File: src/rtl/at_cmd_pkg.sv
// Shared types and constants for the AT command sender: FSM states, the
// response match characters and the fixed command string table.
package at_cmd_pkg;

    typedef enum logic [2:0] {
        ST_IDLE,
        ST_LOAD,
        ST_SEND,
        ST_WAIT_TX,
        ST_WAIT_RESP,
        ST_DONE
    } state_t;

    localparam int CMD_COUNT = 4;
    localparam int CMD_IDX_W = 2;
    localparam int STR_MAX   = 32;
    localparam int STR_LEN_W = 6;

    localparam logic [7:0] ASCII_O = 8'h4F;
    localparam logic [7:0] ASCII_K = 8'h4B;

    typedef logic [0:STR_MAX-1][7:0] cmd_str_t;

    // Strings are left-aligned; trailing bytes past the length are padding.
    localparam cmd_str_t CMD_STR [CMD_COUNT] = '{
        {"AT\015\012",                {28{8'h00}}},
        {"AT+CWMODE=1\015\012",       {19{8'h00}}},
        {"AT+CIPMUX=0\015\012",       {19{8'h00}}},
        {"AT+CIPSERVER=1,80\015\012", {13{8'h00}}}
    };

    localparam logic [STR_LEN_W-1:0] CMD_LEN [CMD_COUNT] = '{
        6'd4, 6'd13, 6'd13, 6'd19
    };

endpackage

File: src/rtl/at_cmd_rom.sv
// Combinational command string lookup: (command index, byte position) to
// the byte at that position plus the string length.
module at_cmd_rom
    import at_cmd_pkg::*;
#(
    parameter int LEN_W = 6
) (
    input  logic [CMD_IDX_W-1:0] i_index,
    input  logic [LEN_W-1:0]     i_pos,
    output logic [7:0]           o_byte,
    output logic [LEN_W-1:0]     o_len
);

    always_comb begin
        o_byte = 8'h00;
        for (int k = 0; k < STR_MAX; k++) begin
            if (i_pos == LEN_W'(k)) begin
                o_byte = CMD_STR[i_index][k];
            end
        end
        o_len = LEN_W'(CMD_LEN[i_index]);
    end

endmodule

File: src/rtl/at_command_sender.sv
// Streams a ROM command string to the UART on a start edge, then waits for
// an "OK" reply or a timeout before reporting ready again.
module at_command_sender
    import at_cmd_pkg::*;
#(
    parameter int MAX_LEN      = 32,
    parameter int RESP_TIMEOUT = 50_000_000
) (
    input  logic       clk,
    input  logic       rst,
    input  logic [2:0] command,
    input  logic       start,
    output logic       ready_command,
    output logic       cmd_error,
    output logic [7:0] tx_data,
    output logic       tx_start,
    input  logic       tx_busy,
    input  logic [7:0] rx_data,
    input  logic       rx_valid
);

    localparam int LEN_W = $clog2(MAX_LEN + 1);
    localparam int TMR_W = $clog2(RESP_TIMEOUT + 1);
    localparam logic [TMR_W-1:0] TMR_LAST = TMR_W'(RESP_TIMEOUT - 1);
    localparam logic [2:0]       CMD_LAST = 3'(CMD_COUNT - 1);

    state_t            r_state;
    logic              r_start_q;
    logic [2:0]        r_cmd;
    logic [LEN_W-1:0]  r_byte_idx;
    logic [LEN_W-1:0]  r_len;
    logic [TMR_W-1:0]  r_timer;
    logic              r_skip;
    logic              r_armed;
    logic              r_ok_seen;

    logic              w_trigger;
    logic [7:0]        w_rom_byte;
    logic [LEN_W-1:0]  w_rom_len;
    logic [LEN_W-1:0]  w_next_idx;
    logic              w_match_en;
    logic              w_k_hit;
    logic              w_ok_now;

    at_cmd_rom #(.LEN_W(LEN_W)) u_rom (
        .i_index (r_cmd[CMD_IDX_W-1:0]),
        .i_pos   (r_byte_idx),
        .o_byte  (w_rom_byte),
        .o_len   (w_rom_len)
    );

    assign w_trigger  = start & ~r_start_q;
    assign w_next_idx = r_byte_idx + LEN_W'(1);
    assign w_match_en = (r_state == ST_LOAD) || (r_state == ST_SEND) ||
                        (r_state == ST_WAIT_TX) || (r_state == ST_WAIT_RESP);
    // A 'K' completing "OK" this cycle counts even before the sticky flag updates.
    assign w_k_hit    = w_match_en & rx_valid & r_armed & (rx_data == ASCII_K);
    assign w_ok_now   = r_ok_seen | w_k_hit;

    always_ff @(posedge clk or posedge rst) begin
        if (rst) begin
            r_armed   <= 1'b0;
            r_ok_seen <= 1'b0;
        end else if (r_state == ST_IDLE) begin
            r_armed   <= 1'b0;
            r_ok_seen <= 1'b0;
        end else if (w_match_en && rx_valid) begin
            if (rx_data == ASCII_O) begin
                r_armed <= 1'b1;
            end else begin
                r_armed <= 1'b0;
                if (w_k_hit) begin
                    r_ok_seen <= 1'b1;
                end
            end
        end
    end

    always_ff @(posedge clk or posedge rst) begin
        if (rst) begin
            r_state       <= ST_IDLE;
            r_start_q     <= 1'b1;
            r_cmd         <= 3'd0;
            r_byte_idx    <= '0;
            r_len         <= '0;
            r_timer       <= '0;
            r_skip        <= 1'b0;
            ready_command <= 1'b1;
            cmd_error     <= 1'b0;
            tx_data       <= 8'h00;
            tx_start      <= 1'b0;
        end else begin
            r_start_q <= start;
            tx_start  <= 1'b0;
            case (r_state)
                ST_IDLE: begin
                    if (w_trigger) begin
                        r_cmd         <= command;
                        cmd_error     <= 1'b0;
                        ready_command <= 1'b0;
                        r_state       <= ST_LOAD;
                    end
                end
                ST_LOAD: begin
                    if (r_cmd > CMD_LAST) begin
                        cmd_error <= 1'b1;
                        r_state   <= ST_DONE;
                    end else begin
                        r_byte_idx <= '0;
                        r_len      <= w_rom_len;
                        r_timer    <= '0;
                        r_state    <= (w_rom_len == '0) ? ST_WAIT_RESP : ST_SEND;
                    end
                end
                ST_SEND: begin
                    if (!tx_busy) begin
                        tx_data  <= w_rom_byte;
                        tx_start <= 1'b1;
                        r_skip   <= 1'b1;
                        r_state  <= ST_WAIT_TX;
                    end
                end
                ST_WAIT_TX: begin
                    // The UART raises busy one cycle after the strobe.
                    if (r_skip) begin
                        r_skip <= 1'b0;
                    end else if (!tx_busy) begin
                        r_byte_idx <= w_next_idx;
                        if (w_next_idx == r_len) begin
                            r_timer <= '0;
                            r_state <= ST_WAIT_RESP;
                        end else begin
                            r_state <= ST_SEND;
                        end
                    end
                end
                ST_WAIT_RESP: begin
                    if (w_ok_now) begin
                        cmd_error <= 1'b0;
                        r_state   <= ST_DONE;
                    end else if (r_timer == TMR_LAST) begin
                        cmd_error <= 1'b1;
                        r_state   <= ST_DONE;
                    end else begin
                        r_timer <= r_timer + TMR_W'(1);
                    end
                end
                ST_DONE: begin
                    ready_command <= 1'b1;
                    r_state       <= ST_IDLE;
                end
                default: r_state <= ST_IDLE;
            endcase
        end
    end

endmodule

File: config.mk
export PLATFORM = sky130hd
export DESIGN_NAME = at_command_sender
export DESIGN_NICKNAME = d
export VERILOG_FILES = /design/src/rtl/at_cmd_pkg.sv /design/src/rtl/at_cmd_rom.sv /design/src/rtl/at_command_sender.sv
export SDC_FILE = /design/constraint.sdc
export NUM_CORES = 1
export LEC_CHECK = 0
export CORE_ASPECT_RATIO = 1.1
export CORE_MARGIN = 2
export CORE_UTILIZATION = 50
export CTS_BUF_LIST = sky130_fd_sc_hd__clkbuf_4 sky130_fd_sc_hd__clkbuf_8
export DETAILED_ROUTE_END_ITERATION = 12
export GPL_TIMING_DRIVEN = 0
export PLACE_DENSITY_LB_ADDON = 0.15
export SETUP_SLACK_MARGIN = 0.5
export SLEW_MARGIN = 20
export SYNTH_ARGS = -nofsm -noshare
export SYNTH_HDL_FRONTEND = slang
export SYNTH_SLANG_ARGS = --single-unit
File: constraint.sdc
create_clock -name clk -period 2.3 [get_ports clk]
set_input_delay 0.345 -clock clk [delete_from_list [all_inputs] [get_ports clk]]
set_output_delay 0.345 -clock clk [all_outputs]
set_load 0.01 [all_outputs]
==> results.yml <==
logic_synthesis:
  synth_cell_types: 68
  synthArstFlopShare_pct: 100
  synth.avg_cell_area_sq_um: 8.21
  yosysWarnings: 0
  synth_edf_count: 0
  synth_nets: 526
  synthesis.area_sq_um: 4100
  yosysSeqAreaShare_pct: 34.3
  ys_seq_elements: 56
  synth_cells: 499
  synthFlopType: "dfrtp_1"
global_route:
  antenna_found_initial: 0
  grt_usage_pct: 27.8
  grt_max_degree: 57
  grt_pass1_wl_um: 20300
  grt_pass1_vias: 4254
  grt.overflow.total: 0
power_and_ir_drop:
  powerDensity_nw_per_um2: 1050
  peakVddDrop_mv: 0.568
  p_leak_nw: 2.17
final_layout:
  antennaDiodeCount: 0
  postLayoutCoreUtil_pct: 70.5
  final_common_cell: "dfrtp_1"
  layout_common_cells: "dfrtp_1 (46), nand2_1 (44), buf_4 (37), a21oi_1 (33), o21ai_0 (28)"
  fin_cells: 676
  area_delta_synth_final_pct: 36.3
  nets: 594
  drive_gt1_share_pct: 29.8
  postLayoutCellArea_sq_um: 5580
  fillers: 621
floorplanning:
  die_w_um: 90.3
  start_util_pct: 51.8
  io_pins: 27
  die-area_sq_um: 8930
  core-area_sq_um: 7910
  die_h_um: 98.9
  rows: 34
timing:
  skew_ns: 0.00892
  rsz0062_at_grt: "yes"
  drv_slew: 0
  finalSetupViolations: 30
  worst_pin_slew_ns: 0.680
  fin_crit_ns: 2.40
  setup_slack_ns: -0.101
  final.period_utilization_pct: 104
  hold_viol: 0
  fmax_ghz: 0.416
  fin_setup_tns_ns: -1.36
  maxSlewHeadroom_pct: 54.6
setup_path:
  start_kind: "flop"
  critPathMaxFanout: 5
  cp.arrival_ns: 2.65
  critical_path_required_ns: 2.54
  end_kind: "flop"
  crit_type: "reg -> reg"
  r2r_cells: 9
clock_network:
  cts_buffers: 5
  cts_hold_buffers: 0
  cts_sinks: 56
  cts_tree: "done"
  clkTransAtPathRegs_ns: 0.10
  clockBufferDepth: 2
  htreeDepth: 2
  clock-root-buffer: "clkbuf_8"
  insertion_delay_ns: 0.31
placed_design:
  place.port_buffers: 25
  dp_cells: 632
  place_hpwl_um: 8480
  routabilityCongestion: 0.940
  postPlaceCellArea_sq_um: 4660
routing:
  drtPass1Iterations: 4
  detail-route-antenna-nets: 0
  wl_um: 12900
  dr_total_vias: 4372
  vias_per_cell: 6.47
  routedWlPerCell_um: 19.1
  drcViolationCount: 0
  first_iter_violations: 317
run:
  maxCapViolCount: 0
worst_hold_path:
  hold_depth: 1
  hp-class: "in -> reg"
status:
  outcome: "finished, violations left"
  violations: "setup timing"
==> Yosys cell counts, drive strengths merged (4+ instances only) <==
master | instances | area (sq um)
a21oi | 38 | 190
a31oi | 9 | 56.3
and2 | 6 | 37.5
and3 | 9 | 56.3
buf | 11 | 56.3
clkbuf | 28 | 105
dfrtp | 54 | 1350
ha | 11 | 138
inv | 15 | 56.3
mux2 | 7 | 78.8
mux2i | 6 | 60.1
nand2 | 46 | 175
nand2b | 5 | 31.3
nand3 | 27 | 140
nand4 | 5 | 31.3
nor2 | 24 | 90.1
nor2b | 9 | 56.3
nor3 | 7 | 35.0
nor4b | 7 | 61.3
o211ai | 6 | 45.0
o21a | 6 | 45.0
o21ai | 42 | 210
o21bai | 4 | 30.0
o31ai | 20 | 150
or2 | 4 | 25.0
or3 | 8 | 50.1
or4 | 18 | 135
==> final cells by class <==
class | count | area [sq um] | share of cell area (%)
Multi-Input combinational cell | 389 | 3000 | 53.8
Sequential cell | 56 | 1410 | 25.3
Timing Repair Buffer | 61 | 546 | 9.77
Buffer | 39 | 333 | 5.96
Tap cell | 108 | 135 | 2.42
Clock buffer | 6 | 82.6 | 1.48
Inverter | 15 | 61.3 | 1.10
Clock inverter | 2 | 10.0 | 0.179
==> cells by family (layout without fill, tap and decap cells) <==
kind of cell	after synthesis	count (layout)	share of synthesized area, %
multiplexers	13	13	3.39
other	1	1	0.0916
buffers and inverters	54	123	5.32
adder cells (fa/ha/maj)	11	11	3.36
flip-flops	56	56	34.3
AO/OA/AOI/OAI	164	164	25.8
XOR/XNOR	6	6	1.28
AND/OR/NAND/NOR	194	194	26.5
==> report_power, final <==
part,switching (mW),internal [mW]
registers,0.215,1.19
logic,2.19,1.70
clock network,0.319,0.241
total,2.73,3.13
==> path summary, 6_finish.rpt <==
kind / endpoint / slack (ns) / startpoint
worst max-delay path: r_timer[18] / -0.10 / r_byte_idx[0]
worst min-delay path: r_start_q / 0.48 / start
worst max register to register: r_timer[18] / -0.10 / r_byte_idx[0]
worst min register to register: ready_command / 0.49 / ready_command
max in group asynchronous: r_byte_idx[4] / 1.32 / rst
min in group asynchronous: r_timer[14] / 0.50 / rst
==> routing by layer <==
layer  part of all wire [%]  track usage [%]
met4                    3.6             12.0
met5                      0                0
met3                    4.6             3.75
met2                     53             52.0
met1                     38             31.7
==> per-stage QoR <==
step	hold WS (ns)	worst slack [ns]	total power, mW
4_1_cts	0.483	-0.0653	5.26
5_1_grt	0.476	-0.198	6.22
2_1_floorplan	0.349	0.131	3.38
6_report	0.484	-0.101	5.86
3_3_place_gp	0.473	-0.464	4.22
3_5_place_dp	0.474	-0.310	4.25
==> timing repair <==
item	CTS	global route
pin swaps	15	23
setup endpoints to repair	43	45
setup buffers	12	21
gates cloned	2	1
gates resized for setup	64	72
==> state kept, by name (all words and copies together) (netlist names) <==
| signal | flops |
|---|---|
| r_timer | 26 |
| tx_data | 7 |
| r_byte_idx | 6 |
| r_len | 4 |
| r_cmd | 3 |
| r_state | 3 |
| cmd_error | 1 |
| r_armed | 1 |
| r_ok_seen | 1 |
| r_skip | 1 |
| r_start_q | 1 |
| ready_command | 1 |
| tx_start | 1 |
==> critical path, cell delays in order, from the launching register on <==
cell and delay [ns]:
dfrtp_2 0.48, ha_4 0.17, buf_6 0.12, nand3_4 0.10, xor2_4 0.18, mux2i_4 0.29
a31oi_4 0.17, buf_8 0.17, or4b_1 0.49, a21oi_1 0.14
Power figures use the tool's default switching activity.
